--- src/rtl/arb_pkg.sv ---
// Shared types and sizing helpers for the round-robin arbiter.
package arb_pkg;

    typedef enum logic {
        IDLE,
        GRANT
    } state_t;

    // Requester count for a given grant-index width.
    function automatic int unsigned num_req(input int unsigned n);
        return 32'd1 << n;
    endfunction

endpackage

--- src/rtl/rr_prio_enc.sv ---
// Rotating priority encoder: first set request at or above ptr, wrapping mod 2^n.
module rr_prio_enc
    import arb_pkg::*;
#(
    parameter int unsigned n = 3
) (
    input  logic [num_req(n)-1:0] req,
    input  logic [n-1:0]          ptr,
    output logic [n-1:0]          idx,
    output logic                  valid
);

    localparam int unsigned W = num_req(n);

    logic [W-1:0] rot;
    logic [n-1:0] off;

    // rot[i] is the request i positions above ptr; n-bit index math wraps naturally.
    always_comb begin
        rot = '0;
        for (int unsigned i = 0; i < W; i++) begin
            rot[i] = req[n'(i) + ptr];
        end
    end

    // Descending scan so the lowest set bit of rot is the last one written.
    always_comb begin
        off   = '0;
        valid = 1'b0;
        for (int unsigned i = W; i > 0; i--) begin
            if (rot[i-1]) begin
                off   = n'(i - 1);
                valid = 1'b1;
            end
        end
    end

    assign idx = off + ptr;

endmodule

--- src/rtl/rr_arbiter.sv ---
// Round-robin arbiter for 2^n requesters; grant is held until the holder signals done.
module rr_arbiter
    import arb_pkg::*;
#(
    parameter int unsigned n = 3
) (
    input  logic                  clk,
    input  logic                  reset,
    input  logic [num_req(n)-1:0] req,
    input  logic                  done,
    output logic [num_req(n)-1:0] gnt,
    output logic [n-1:0]          gnt_id,
    output logic                  busy
);

    localparam int unsigned W = num_req(n);

    state_t         state, state_n;
    logic [n-1:0]   ptr, ptr_n;
    logic [n-1:0]   ptr_sel;
    logic [n-1:0]   ptr_next_holder;
    logic [n-1:0]   idx;
    logic           valid;
    logic [W-1:0]   onehot;
    logic [W-1:0]   gnt_n;
    logic [n-1:0]   gnt_id_n;
    logic           busy_n;

    assign ptr_next_holder = gnt_id + n'(1);

    // On completion the search must already use the advanced pointer this cycle.
    assign ptr_sel = (state == GRANT && done) ? ptr_next_holder : ptr;

    rr_prio_enc #(
        .n (n)
    ) u_enc (
        .req   (req),
        .ptr   (ptr_sel),
        .idx   (idx),
        .valid (valid)
    );

    always_comb begin
        onehot      = '0;
        onehot[idx] = 1'b1;
    end

    always_comb begin
        state_n  = state;
        ptr_n    = ptr;
        gnt_n    = gnt;
        gnt_id_n = gnt_id;
        busy_n   = busy;
        case (state)
            IDLE: begin
                if (valid) begin
                    gnt_n    = onehot;
                    gnt_id_n = idx;
                    busy_n   = 1'b1;
                    state_n  = GRANT;
                end else begin
                    gnt_n    = '0;
                    gnt_id_n = '0;
                    busy_n   = 1'b0;
                end
            end
            GRANT: begin
                if (done) begin
                    ptr_n = ptr_next_holder;
                    if (valid) begin
                        gnt_n    = onehot;
                        gnt_id_n = idx;
                    end else begin
                        gnt_n    = '0;
                        gnt_id_n = '0;
                        busy_n   = 1'b0;
                        state_n  = IDLE;
                    end
                end
            end
            default: begin
                state_n  = IDLE;
                gnt_n    = '0;
                gnt_id_n = '0;
                busy_n   = 1'b0;
            end
        endcase
    end

    always_ff @(posedge clk) begin
        if (reset) begin
            state  <= IDLE;
            ptr    <= '0;
            gnt    <= '0;
            gnt_id <= '0;
            busy   <= 1'b0;
        end else begin
            state  <= state_n;
            ptr    <= ptr_n;
            gnt    <= gnt_n;
            gnt_id <= gnt_id_n;
            busy   <= busy_n;
        end
    end

endmodule
--- config.mk ---
export PLATFORM = sky130hd
export DESIGN_NAME = rr_arbiter
export DESIGN_NICKNAME = d
export VERILOG_FILES = /design/src/rtl/arb_pkg.sv /design/src/rtl/rr_prio_enc.sv /design/src/rtl/rr_arbiter.sv
export SDC_FILE = /design/constraint.sdc
export NUM_CORES = 1
export LEC_CHECK = 0
export ABC_CLOCK_PERIOD_IN_PS = 4500
export BUFFER_PORTS_ARGS = -buffer_cell sky130_fd_sc_hd__buf_4
export CAP_MARGIN = 15
export CORE_MARGIN = 2
export CORE_UTILIZATION = 30
export DETAILED_ROUTE_END_ITERATION = 10
export PLACE_DENSITY_LB_ADDON = 0.12
export REMOVE_ABC_BUFFERS = 1
export SLEW_MARGIN = 20
export SYNTH_ARGS = -nofsm -noshare
export SYNTH_HDL_FRONTEND = slang
export SYNTH_SLANG_ARGS = --single-unit
--- constraint.sdc ---
create_clock -name clk -period 4.5 [get_ports clk]
set_input_delay 0.225 -clock clk [delete_from_list [all_inputs] [get_ports clk]]
set_output_delay 0.225 -clock clk [all_outputs]
set_load 0.01 [all_outputs]
==> Implementation_results.wiki, run 1 <==
{| class="wikitable"
! Metric !! Value
|-
| Predominant post-synthesis flop cell || sky130_fd_sc_hd__dfxtp_1
|-
| Pin count of the biggest net entering global routing || 12
|-
| Overall die height || 73.3 um
|-
| Number of different library cells in the post-synthesis netlist || 51
|-
| Most area-hungry cell type in the Yosys netlist || sky130_fd_sc_hd__dfxtp_1
|-
| Number of buffers created by CTS || 3
|-
| Kind of path behind the tightest hold check || primary input to flop
|-
| Layout cells sized above 1 || 21.8%
|-
| Post-synth EDFFs || 0
|-
| Signal arrival time at the worst endpoint || 4.29 ns
|-
| Layer with the highest usage || met2
|-
| Reg power frac || 22.7%
|-
| Fraction of met3 tracks used by global routing || 2.19%
|-
| Placed instance area || 1660 um2
|-
| Post-synthesis cell count || 173
|-
| Endpoint class of the critical path || flop
|-
| Actual transition at the worst max-transition pin || 0.558 ns
|-
| Setup-violating endpoint count in the final report || 0
|-
| Clock tree from TritonCTS || built
|-
| Count of port buffers added during placement || 22
|-
| Antenna diode instance count || 0
|-
| Area taken by flip-flops and latches || 320 um2
|-
| Worst relative slew slack || 62.7%
|-
| Met1 Resource Use GR || 20.1%
|-
| Highest clock rate || 0.242 GHz
|-
| Run status || finished clean
|-
| Clock latency on the worst-skew pair || 0.25 ns
|-
| Count of cells resized by post-cts repair || 0
|-
| Top-level port count || 23
|-
| Setup crit start kind || flop
|-
| Final worst path period need || 4.13 ns
|-
| ANT nets after route || 0
|-
| Max capacitance violation total || 0
|-
| Category of the critical setup timing path || flop to flop
|-
| Portion of the post-synthesis area used by sequential elements || 22.3%
|-
| Post-layout utilization of the core || 36.7%
|-
| Via count || 1386
|-
| Largest driver fanout on the critical path || 8
|-
| Static leakage power || 0.725 nW
|-
| First-pass GRT wire length || 6270 um
|-
| DR DRC count || 0
|-
| Synth Warn # || 0
|-
| Buffers inserted by post-CTS timing repair || 0
|-
| Overall die area || 5370 um2
|-
| Chip Width || 73.3 um
|-
| Initial antenna violation count || 0
|-
| GRT met2 Usage || 23.3%
|-
| Detailed placer's ending HPWL || 2980 um
|-
| Final-layout fill cell count || 480
|-
| Final design area excluding fillers || 1710 um2
|-
| Netlist area before placement || 1440 um2
|-
| Global placement routability congestion || 0.886
|-
| Portion of synthesized cell area occupied by the leading cell type || 22.3%
|-
| Core Footprint || 4660 um2
|-
| Layout net count || 212
|-
| Final routed wire length divided by cell count || 14.5 um
|-
| Worst clock skew || 0.00131 ns
|-
| Via count of the first global-routing pass || 1328
|-
| DRT Pass-1 Iters || 4
|-
| Async S/R FF share, synth || 0%
|-
| Number of failing hold endpoints at the final stage || 0
|-
| Most used standard cells in the synthesized netlist || 20 x sky130_fd_sc_hd__nand2_1, 17 x sky130_fd_sc_hd__nand3_1, 16 x sky130_fd_sc_hd__dfxtp_1
|-
| Fin. max-slew vios || 0
|-
| Post-DR vias/cell || 5.52
|-
| Clk slew on worst S/H paths || 0.06 ns
|-
| 1st-iter DRT viols || 50
|-
| Cell-internal power || 0.000495 W
|-
| Maximum clock insertion buffer count || 2
|-
| Number of core rows || 25
|-
| RSZ-0062 raised after global routing || no
|-
| Clock network power share || 14.5%
|-
| Combinational power share || 62.8%
|-
| Total net switching power || 0.000378 W
|-
| Total grt overflow || 0
|-
| Biggest area contributors in the synthesized netlist || sky130_fd_sc_hd__dfxtp_1 22%, sky130_fd_sc_hd__nand3_1 5.9%, sky130_fd_sc_hd__mux4_1 5.5%, sky130_fd_sc_hd__nand2_1 5.2%, sky130_fd_sc_hd__mux4_2 4.7%
|-
| Area taken by multi-input logic gates || 1040 um2
|-
| Number of clock sinks seen by CTS || 16
|-
| Root buffer cell || sky130_fd_sc_hd__clkbuf_8
|-
| Syn Area/Cell || 8.32 um2
|-
| Total routing resource utilization after global routing || 14.7%
|-
| Initial standard-cell utilization of the core || 30.9%
|-
| Count of H-tree levels built during CTS || 1
|-
| Power density of the placed cells || 510 nW/um2
|-
| Area overhead of the layout relative to synthesis || 18.9%
|-
| Final worst-path cycle share || 91.7%
|-
| Register bit count reported by yosys || 16
|-
| Max IR drop VDD || 0.129 mV
|-
| Proportion of total power due to net switching || 43.3%
|-
| Critical Path RT || 4.66 ns
|-
| Most instantiated library cell after synthesis || sky130_fd_sc_hd__nand2_1
|-
| Final routed wirelength across all metal layers || 3630 um
|-
| CTS Hold Bufs || 0
|-
| Post-Route Setup TNS || 0 ns
|}
-- area by class of cell --
class	instances	area share (%)
clock buffer	4	3.22
multi-input combinational	143	60.6
tap	54	3.95
sequential	16	18.7
timing repair buffer	25	11.0
inverter	9	2.56
-- cell usage in the layout (no fill, tap or decap), types with 2 or more instances in the layout --
cell,netlist,final
sky130_fd_sc_hd__inv_6,2,2
sky130_fd_sc_hd__a21boi_0,2,2
sky130_fd_sc_hd__nand2_1,20,20
sky130_fd_sc_hd__buf_4,1,25
sky130_fd_sc_hd__inv_1,7,7
sky130_fd_sc_hd__xor2_1,2,2
sky130_fd_sc_hd__a21oi_1,9,9
sky130_fd_sc_hd__nand3_1,17,17
sky130_fd_sc_hd__xnor2_1,5,5
sky130_fd_sc_hd__or3_1,2,2
sky130_fd_sc_hd__a21o_1,3,3
sky130_fd_sc_hd__o21ai_1,3,3
sky130_fd_sc_hd__and3_1,2,2
sky130_fd_sc_hd__dfxtp_1,16,16
sky130_fd_sc_hd__mux2_1,2,2
sky130_fd_sc_hd__o31ai_1,8,8
sky130_fd_sc_hd__nand2b_1,2,2
sky130_fd_sc_hd__and2_1,3,3
sky130_fd_sc_hd__mux4_2,3,3
sky130_fd_sc_hd__a31o_2,2,2
sky130_fd_sc_hd__mux2i_1,5,5
sky130_fd_sc_hd__o21ai_0,4,4
sky130_fd_sc_hd__ha_1,2,2
sky130_fd_sc_hd__o2111ai_1,2,2
sky130_fd_sc_hd__a31oi_1,2,2
sky130_fd_sc_hd__nor3_1,4,4
sky130_fd_sc_hd__nor2b_1,2,2
sky130_fd_sc_hd__clkbuf_8,0,4
sky130_fd_sc_hd__mux4_1,3,3
sky130_fd_sc_hd__a21oi_2,2,2
sky130_fd_sc_hd__nor2_1,11,11
sky130_fd_sc_hd__o211ai_1,4,4
-- final timing paths --
kind / start / end / slack [ns] / cells after the start
setup / recovery: gnt_id[1] / gnt[2] / 0.37 / 15
hold / removal: reset / gnt_id[1] / 0.22 / 2
setup reg to reg: gnt_id[1] / gnt[2] / 0.37 / 15
hold reg to reg: gnt[0] / gnt[0] / 0.45 / 2
-- critical path, cell delays in order, from the launching register on --
cell,delay [ns]
sky130_fd_sc_hd__dfxtp_1,0.33
sky130_fd_sc_hd__ha_1,0.30
sky130_fd_sc_hd__and3_1,0.17
sky130_fd_sc_hd__a21o_1,0.28
sky130_fd_sc_hd__ha_1,0.26
sky130_fd_sc_hd__xnor2_1,0.27
sky130_fd_sc_hd__mux4_2,0.56
sky130_fd_sc_hd__nand3b_1,0.20
sky130_fd_sc_hd__o211a_1,0.17
sky130_fd_sc_hd__o21ai_0,0.15
sky130_fd_sc_hd__nand2_1,0.08
sky130_fd_sc_hd__fa_1,0.37
sky130_fd_sc_hd__xnor2_1,0.18
sky130_fd_sc_hd__nor4_1,0.35
sky130_fd_sc_hd__o21ai_1,0.16
sky130_fd_sc_hd__o31ai_1,0.20
-- registers in the layout (all words and copies together) (netlist names) --
register and count:
gnt 8, state 1, busy 1, gnt_id 3, ptr 3
-- routing by layer --
layer / share of wire, % / wire length [um]
met2: 47 / 1700
met4: 2.0 / 73
met5: 0 / 0
met3: 3.4 / 124
met1: 48 / 1730
-- power groups by stage --
stage / combinational [W] / sequential (W) / clock [W]
finish: 0.000548 / 0.000198 / 0.000126
global route: 0.000610 / 0.000204 / 0.000136
CTS: 0.000551 / 0.000199 / 0.000131
detailed placement: 0.000547 / 0.000202 / 0
global placement: 0.000543 / 0.000201 / 0
floorplan: 0.000367 / 0.000219 / 0
-- metrics by stage --
step	instances	worst slack (ns)	hold slack, ns	power, W
after global placement	247	0.459	0.440	0.000743
final	251	0.375	0.223	0.000873
after detailed placement	247	0.381	0.443	0.000749
after floorplan	168	0.348	0.294	0.000585
after global routing	251	0.0567	0.223	0.000950
after CTS	251	0.349	0.218	0.000881
-- kinds of logic after synthesis --
| family | synth area share [%] |
|---|---|
| buf+inv | 5.74 |
| mux | 15.2 |
| xor+xnor | 4.26 |
| compound gates | 24.7 |
| simple gates | 24.7 |
| flops | 22.3 |
| fa+ha+maj | 3.13 |
Note: power is estimated with default switching activity, not from simulation.
==> inputs of run 2 (changes only) <==
Settings changed: ABC_AREA from default to 1, RECOVER_POWER from default to 50.
==> run 2 against run 1 <==
  * Critical path depth grew 7
  * Area after synthesis fell by 8.3%
  * Global-route usage decreased by 1.0 points
  * Via count down 1.2%
  * Sequential power is 9% lower
  * Hold slack improved by 0.045 ns
  * Non-clock buffer count is 3 lower
  * Largest power group unchanged
  * Highest routed layer unchanged
==> Implementation_results.wiki, run 2 <==
{| class="wikitable"
! Metric !! Value
|-
| Total routing resource utilization after global routing || 13.7% (-1.0 points)
|-
| Clock latency on the worst-skew pair || 0.24 ns (about the same)
|-
| Layout net count || 257 (+21%)
|-
| Number of core rows || 24 (-4.0%)
|-
| Chip Width || 70.3 um (-4.0%)
|-
| Async S/R FF share, synth || 0% (unchanged)
|-
| Top-level port count || 23 (unchanged)
|-
| Register bit count reported by yosys || 16 (unchanged)
|-
| Count of H-tree levels built during CTS || 1 (unchanged)
|-
| Initial standard-cell utilization of the core || 30.7% (-0.16 points)
|-
| Most area-hungry cell type in the Yosys netlist || sky130_fd_sc_hd__dfxtp_1
|-
| Post-synth EDFFs || 0 (unchanged)
|-
| Overall power || 0.000628 W (-28%)
|-
| Number of clock sinks seen by CTS || 16 (unchanged)
|-
| Most used standard cells in the synthesized netlist || 83 x sky130_fd_sc_hd__nand2_1, 35 x sky130_fd_sc_hd__nand3_1, 19 x sky130_fd_sc_hd__inv_1
|-
| DRT Pass-1 Iters || 4 (unchanged)
|-
| Launching point of the worst reg2reg path || gnt_id[0]
|-
| Via count || 1369 (-1.2%)
|-
| Leading registers by flop count || gnt: 8 flops, gnt_id: 3 flops, ptr: 3 flops
|-
| 1st-iter DRT viols || 51 (+2.0%)
|-
| Final worst-path cycle share || 78.6% (-13 points)
|-
| Final worst path period need || 3.54 ns (-0.588 ns)
|-
| Post-synthesis cell count || 219 (+27%)
|-
| Netlist area before placement || 1320 um2 (-8.3%)
|-
| Buffers inserted by post-CTS timing repair || 0 (unchanged)
|-
| Core Footprint || 4290 um2 (-7.9%)
|-
| DR DRC count || 0 (unchanged)
|-
| Hold wc startpoint || reset
|-
| Worst-case reg-to-reg path depth || 22 (+7)
|-
| Endpoint class of the critical path || flop
|-
| Flip-flop count of the largest register after layout || 8 (unchanged)
|-
| Layout Cells excl Fill || 293 (+17%)
|-
| Count of cells resized by post-cts repair || 0 (unchanged)
|-
| Most common cell after layout, fill and taps aside || sky130_fd_sc_hd__nand2_1
|-
| Most flops, register || gnt
|-
| Via count of the first global-routing pass || 1278 (-3.8%)
|-
| RSZ-0062 raised after global routing || no
|-
| Clock tree from TritonCTS || built
|-
| Largest driver fanout on the critical path || 10 (+2)
|-
| Worst hold stages || 2 (unchanged)
|-
| Maximum clock insertion buffer count || 2 (unchanged)
|-
| Final routed wirelength across all metal layers || 3200 um (-12%)
|-
| Number of different library cells in the post-synthesis netlist || 25 (-51%)
|-
| Highest clock rate || 0.283 GHz (+17%)
|-
| Antenna diode instance count || 0 (unchanged)
|-
| Portion of synthesized cell area occupied by the leading cell type || 24.3% (+2.0 points)
|-
| Crit Reg-Reg Endpoint || gnt[1]
|-
| Worst clock skew || 0.00555 ns (+0.00424 ns)
|-
| Syn Area/Cell || 6.02 um2 (-28%)
|-
| Critical Path RT || 4.67 ns (about the same)
|-
| Kind of path behind the tightest hold check || primary input to flop
|-
| Register-to-register setup slack || 0.96 ns (+0.59 ns)
|-
| Number of failing hold endpoints at the final stage || 0 (unchanged)
|-
| Number of buffers created by CTS || 3 (unchanged)
|-
| CTS Hold Bufs || 0 (unchanged)
|-
| Overall die height || 70.3 um (-4.0%)
|-
| Post-DR vias/cell || 4.67 (-15%)
|-
| Root buffer cell || sky130_fd_sc_hd__clkbuf_8
|-
| Detailed placer's ending HPWL || 2610 um (-13%)
|-
| Endpoint, Worst Hold || gnt_id[1]
|-
| Highest-count cells in the layout ignoring fill and taps || 85 x sky130_fd_sc_hd__nand2_1, 35 x sky130_fd_sc_hd__nand3_1, 19 x sky130_fd_sc_hd__inv_1
|-
| Power density of the placed cells || 413 nW/um2 (-19%)
|-
| Worst relative slew slack || 42.1% (-21 points)
|-
| Area overhead of the layout relative to synthesis || 15.4%
|-
| Setup-violating endpoint count in the final report || 0 (unchanged)
|-
| Final routed wire length divided by cell count || 10.9 um (-24%)
|-
| Actual transition at the worst max-transition pin || 0.865 ns (+0.307 ns)
|-
| Layout cells sized above 1 || 15.4% (-6.5 points)
|-
| Clk slew on worst S/H paths || 0.06 ns (about the same)
|-
| Fin. max-slew vios || 0 (unchanged)
|-
| Biggest area contributors in the synthesized netlist || sky130_fd_sc_hd__dfxtp_1 24%, sky130_fd_sc_hd__nand2_1 24%, sky130_fd_sc_hd__nand3_1 13%, sky130_fd_sc_hd__nand2_2 7.1%, sky130_fd_sc_hd__a21oi_1 5.7%
|-
| Initial antenna violation count || 0 (unchanged)
|-
| Category of the critical setup timing path || flop to flop
|-
| Overall die area || 4940 um2 (-7.9%)
|-
| Pin count of the biggest net entering global routing || 16 (+4)
|-
| Setup crit start kind || flop
|-
| Portion of the post-synthesis area used by sequential elements || 24.3% (+2.0 points)
|-
| Predominant post-synthesis flop cell || sky130_fd_sc_hd__dfxtp_1
|-
| Run status || finished clean
|-
| Count of port buffers added during placement || 22 (unchanged)
|-
| Most instantiated library cell after synthesis || sky130_fd_sc_hd__nand2_1
|-
| Synth Warn # || 0 (unchanged)
|-
| Placed Instances || 290 (+17%)
|-
| ANT nets after route || 0 (unchanged)
|-
| Global placement routability congestion || 0.777 (-12%)
|-
| First-pass GRT wire length || 5630 um (-10%)
|-
| Total grt overflow || 0 (unchanged)
|-
| Signal arrival time at the worst endpoint || 3.71 ns (-0.58 ns)
|-
| Max capacitance violation total || 0 (unchanged)
|-
| Static leakage power || 0.722 nW (-0.30%)
|-
| Post-Route Setup TNS || 0 ns (unchanged)
|-
| Max IR drop VDD || 0.153 mV (+18%)
|}
-- run 2: changes by cell type after synthesis, sizes merged, moves of 3 or more --
cell    delta
o21ai      -5
a21o       -4
a21oi      +4
nand3     +19
o211ai     -4
mux2i      -5
nand3b     +3
nand2     +80
nor3       -4
xnor2      -5
buf        -3
o31ai      -8
mux4       -6
inv       +12
-- run 2: logic make-up after synthesis --
| family | share of synthesized area, % |
|---|---|
| DFF | 24.3 |
| xor gates and xnor gates | 0.664 |
| adders and majority gates | 3.42 |
| and+or+nand+nor | 57.3 |
| buffers and inverters | 7.59 |
| AOI/OAI and AO/OA | 6.74 |
-- run 2: power by group --
| part | internal (W) | switching, W |
|---|---|---|
| Sequential | 0.000165 | 0.0000155 |
| Clock | 0.0000591 | 0.0000449 |
| Combinational | 0.000119 | 0.000225 |
| Total | 0.000343 | 0.000286 |
-- run 2: worst max-delay path, cell delays in order, from the launching register on --
cell and delay (ns):
sky130_fd_sc_hd__dfxtp_1 0.44, sky130_fd_sc_hd__ha_1 0.27, sky130_fd_sc_hd__nand3_1 0.12, sky130_fd_sc_hd__nand2_4 0.12, sky130_fd_sc_hd__ha_1 0.35, sky130_fd_sc_hd__inv_1 0.08, sky130_fd_sc_hd__nand3_1 0.07, sky130_fd_sc_hd__nand2_1 0.11
sky130_fd_sc_hd__nand2_1 0.07, sky130_fd_sc_hd__nand2_1 0.07, sky130_fd_sc_hd__nand2_1 0.04, sky130_fd_sc_hd__nand2_1 0.05, sky130_fd_sc_hd__nand2_1 0.04, sky130_fd_sc_hd__nand2_1 0.05, sky130_fd_sc_hd__nand2_1 0.04, sky130_fd_sc_hd__nand2_1 0.08
sky130_fd_sc_hd__nand3_2 0.15, sky130_fd_sc_hd__fa_1 0.42, sky130_fd_sc_hd__xor2_1 0.19, sky130_fd_sc_hd__nand3b_2 0.27, sky130_fd_sc_hd__a21oi_1 0.22, sky130_fd_sc_hd__nand3_1 0.10, sky130_fd_sc_hd__a21oi_1 0.13
-- run 2: per-stage QoR --
step	utilization [%]	cell area [um2]	setup WS, ns	hold WS (ns)
after floorplan	-	1300	1.23	0.294
after global placement	35.6	1530	1.03	0.458
after detailed placement	35.6	1530	0.998	0.458
after CTS	36.6	1570	0.963	0.270
after global routing	35.4	1520	0.606	0.282
final	35.4	1520	0.963	0.268
-- run 2: routing by layer --
layer	up-vias	track usage, %	routed length [um]
met5	-	0	0
met2	21	23.4	1500
met1	601	18.2	1590
met3	2	1.30	101
met4	0	3.85	21
li1	745	-	-
-- run 2: layout make-up --
class | count | area [um2]
sequential | 16 | 320
clock buffer | 3 | 41.3
multi-input combinational | 179 | 893
tap | 52 | 65.1
fill | 515 | 2770
inverter | 21 | 81.3
timing repair buffer | 22 | 120
-- run 2: worst max path at each step --
stage | start | to | slack [ns] | depth (start not counted)
2_1_floorplan | gnt_id[0] | gnt[3] | 1.23 | 22
3_5_place_dp | gnt_id[0] | gnt[1] | 1.0 | 22
4_1_cts | gnt_id[0] | gnt[1] | 0.96 | 22
6_report | gnt_id[0] | gnt[1] | 0.96 | 22
3_3_place_gp | gnt_id[0] | gnt[1] | 1.03 | 22
5_1_grt | state | gnt[3] | 0.61 | 22
==> inputs of run 3 (changes only) <==
Settings changed: ABC_AREA 1 to 0, ABC_CLOCK_PERIOD_IN_PS 4500 to 3430.
Clock period 4.5 ns to 3.43 ns, I/O delays scaled along.
==> run 3 against run 2 <==
  * The flow now finishes with violations (setup timing)
  * Via count up 12%
  * Sequential cell count unchanged
  * Utilization up 9.3 points
  * Largest cell class unchanged
==> Implementation_results.wiki, run 3 (synthesis gave the netlist of run 1 again) <==
{| class="wikitable"
! Metric !! Value
|-
| Power density of the placed cells || 706 nW/um2 (+71%)
|-
| Reg power frac || 18.0% (-11 points)
|-
| Highest clock rate || 0.266 GHz (-6.0%)
|-
| Kind of path behind the tightest hold check || primary input to flop
|-
| Max incr delay on CP || 0.54 ns (+0.10 ns)
|-
| Initial antenna violation count || 0 (unchanged)
|-
| Number of buffers created by CTS || 3 (unchanged)
|-
| Worst hold stages || 2 (unchanged)
|-
| Static leakage power || 0.901 nW (+25%)
|-
| Max IR drop VDD || 0.200 mV (+31%)
|-
| Proportion of total power due to net switching || 40.5% (-4.9 points)
|-
| Layout cells sized above 1 || 39.1% (+24 points)
|-
| Crit Reg-Reg Endpoint || gnt[2]
|-
| Clock network power share || 11.3% (-5.3 points)
|-
| Final worst path period need || 3.76 ns (+0.225 ns)
|-
| Via count || 1534 (+12%)
|-
| Run status || finished, violations left
|-
| Pin count of the biggest net entering global routing || 11 (-5)
|-
| Combinational power share || 70.7% (+16 points)
|-
| Most flops, register || gnt
|-
| First-pass GRT wire length || 6760 um (+20%)
|-
| DRT Pass-1 Iters || 4 (unchanged)
|-
| Number of clock sinks seen by CTS || 16 (unchanged)
|-
| Signal arrival time at the worst endpoint || 3.92 ns (+0.21 ns)
|-
| Min setup slack post-route || -0.332 ns (-1.30 ns)
|-
| Dominant cell type by count on the critical path || sky130_fd_sc_hd__o21ai_2
|-
| Worst clock skew || 0.00524 ns (-0.000312 ns)
|-
| Overall die height || 73.3 um (+4.2%)
|-
| Worst path bufs/invs || 1 (unchanged)
|-
| Clock latency on the worst-skew pair || 0.25 ns (about the same)
|-
| Layout net count || 250 (-2.7%)
|-
| Clock tree from TritonCTS || built
|-
| Core Footprint || 4660 um2 (+8.5%)
|-
| Setup crit start kind || flop
|-
| Logic depth of the worst path, buffers included || 16 (-27%)
|-
| Total net switching power || 0.000597 W (+110%)
|-
| Number of core rows || 25 (+4.2%)
|-
| Setup-violating endpoint count in the final report || 10 (+10)
|-
| Final routed wire length divided by cell count || 14.0 um (+28%)
|-
| Flip-flop count of the largest register after layout || 8 (unchanged)
|-
| Hold wc startpoint || reset
|-
| Family with the most delay on the worst path || compound AO/OA/AOI/OAI gates
|-
| RSZ-0062 raised after global routing || yes
|-
| Top-level port count || 23 (unchanged)
|-
| Final worst-path cycle share || 110% (+31 points)
|-
| Count of port buffers added during placement || 22 (unchanged)
|-
| Fin. max-slew vios || 0 (unchanged)
|-
| Layout Cells excl Fill || 289 (-1.4%)
|-
| Overall die area || 5370 um2 (+8.6%)
|-
| Post-Route Setup TNS || -2.81 ns (-2.81 ns)
|-
| Launching point of the worst reg2reg path || gnt_id[1]
|-
| Global placement routability congestion || 0.922 (+19%)
|-
| Violations in the final reports || setup timing
|-
| DR DRC count || 0 (unchanged)
|-
| Chip Width || 73.3 um (+4.2%)
|-
| Critical Path RT || 3.59 ns (-1.08 ns)
|-
| Endpoint, Worst Hold || gnt_id[1]
|-
| Clk slew on worst S/H paths || 0.07 ns (about the same)
|-
| Total grt overflow || 0 (unchanged)
|-
| Area overhead of the layout relative to synthesis || 44.9%
|-
| Highest-count cells in the layout ignoring fill and taps || 54 x sky130_fd_sc_hd__buf_4, 20 x sky130_fd_sc_hd__nand2_1, 17 x sky130_fd_sc_hd__nand3_1
|-
| Antenna diode instance count || 0 (unchanged)
|-
| ANT nets after route || 0 (unchanged)
|-
| Detailed placer's ending HPWL || 3220 um (+24%)
|-
| Max capacitance violation total || 0 (unchanged)
|-
| Initial standard-cell utilization of the core || 30.9% (+0.16 points)
|-
| Overall power || 0.00147 W (+130%)
|-
| Number of failing hold endpoints at the final stage || 0 (unchanged)
|-
| Category of the critical setup timing path || flop to flop
|-
| Total routing resource utilization after global routing || 16.0% (+2.3 points)
|-
| Maximum clock insertion buffer count || 2 (unchanged)
|-
| Largest driver fanout on the critical path || 4 (-6)
|-
| Final routed wirelength across all metal layers || 4050 um (+26%)
|-
| Leading registers by flop count || gnt: 8 flops, gnt_id: 3 flops, ptr: 3 flops
|-
| Count of H-tree levels built during CTS || 1 (unchanged)
|-
| Most common cell after layout, fill and taps aside || sky130_fd_sc_hd__buf_4
|-
| Post-DR vias/cell || 5.31 (+14%)
|-
| Worst-case reg-to-reg path depth || 16 (-27%)
|-
| Root buffer cell || sky130_fd_sc_hd__clkbuf_8
|-
| Cells traversed along the worst timing path || ha_4, and3_4, a21o_1, ha_2, xnor2_2, mux4_2, nand3b_1, o211a_1, o21ai_2, nand2_1, fa_2, xnor2_4, buf_6, o21a_1, o21ai_2, o31ai_1
|-
| Endpoint class of the critical path || flop
|-
| Placed Instances || 276 (-4.8%)
|-
| Worst relative slew slack || 62.3% (+20 points)
|-
| Via count of the first global-routing pass || 1521 (+19%)
|-
| Cell-internal power || 0.000875 W (+160%)
|-
| 1st-iter DRT viols || 55 (+7.8%)
|-
| Register-to-register setup slack || -0.33 ns (-1.30 ns)
|-
| Highest-delay cell along the critical path || sky130_fd_sc_hd__mux4_2
|-
| Actual transition at the worst max-transition pin || 0.566 ns (-0.299 ns)
|}
==> run 3: power groups by stage <==
stage / Clock, W / Combinational, W / Sequential [W]
final: 0.000166 / 0.00104 / 0.000265
after global routing: 0.000179 / 0.00113 / 0.000270
after CTS: 0.000169 / 0.000952 / 0.000266
after detailed placement: 0 / 0.000858 / 0.000262
after global placement: 0 / 0.000848 / 0.000260
after floorplan: 0 / 0.000481 / 0.000287
==> run 3: how the worst max path moves through the flow <==
stage,from,to,slack [ns]
floorplan,gnt_id[0],gnt_id[2],-0.72
global placement,gnt_id[0],gnt[4],-0.40
detailed placement,gnt_id[0],gnt[6],-0.56
CTS,gnt_id[1],gnt[3],-0.23
global route,gnt_id[1],gnt[1],-0.47
finish,gnt_id[1],gnt[2],-0.33
==> run 3: cell type report <==
class	instances	area, um2
well taps	54	67.6
fillers	480	2580
multi-input cells	143	1150
flip-flops and latches	16	323
clock buffers	4	55.1
inverters	9	43.8
repair buffers	63	447
==> run 3: per-layer routing <==
| layer | wire, um | global-route usage, % |
|---|---|---|
| met1 | 1720 | 18.7 |
| met2 | 2090 | 29.0 |
| met3 | 183 | 2.47 |
| met4 | 60 | 6.17 |
| met5 | 0 | 0 |
==> run 3: stage by stage <==
stage	util [%]	area [um2]	hold WS (ns)	setup WS, ns
after floorplan	-	1400	0.241	-0.722
after global placement	40.2	1870	0.440	-0.397
after detailed placement	40.2	1870	0.432	-0.561
after CTS	43.6	2030	0.161	-0.228
after global routing	44.7	2080	0.154	-0.474
final	44.7	2080	0.155	-0.332
==> run 3: worst reg2reg max path: stages, from the launching register on <==
cell and delay, ns:
sky130_fd_sc_hd__dfxtp_2 0.34, sky130_fd_sc_hd__ha_4 0.24, sky130_fd_sc_hd__and3_4 0.15, sky130_fd_sc_hd__a21o_1 0.17
sky130_fd_sc_hd__ha_2 0.20, sky130_fd_sc_hd__xnor2_2 0.20, sky130_fd_sc_hd__mux4_2 0.55, sky130_fd_sc_hd__nand3b_1 0.21
sky130_fd_sc_hd__o211a_1 0.18, sky130_fd_sc_hd__o21ai_2 0.12, sky130_fd_sc_hd__nand2_1 0.08, sky130_fd_sc_hd__fa_2 0.39
sky130_fd_sc_hd__xnor2_4 0.28, sky130_fd_sc_hd__buf_6 0.13, sky130_fd_sc_hd__o21a_1 0.16, sky130_fd_sc_hd__o21ai_2 0.07
sky130_fd_sc_hd__o31ai_1 0.23
==> run 3: what timing repair did <==
item,in CTS,in global routing
setup buffers,5,5
hold buffers,0,0
pin swaps,13,10
setup endpoints to repair,10,10
endpoints found under the hold margin,0,0
gates resized for setup,15,10
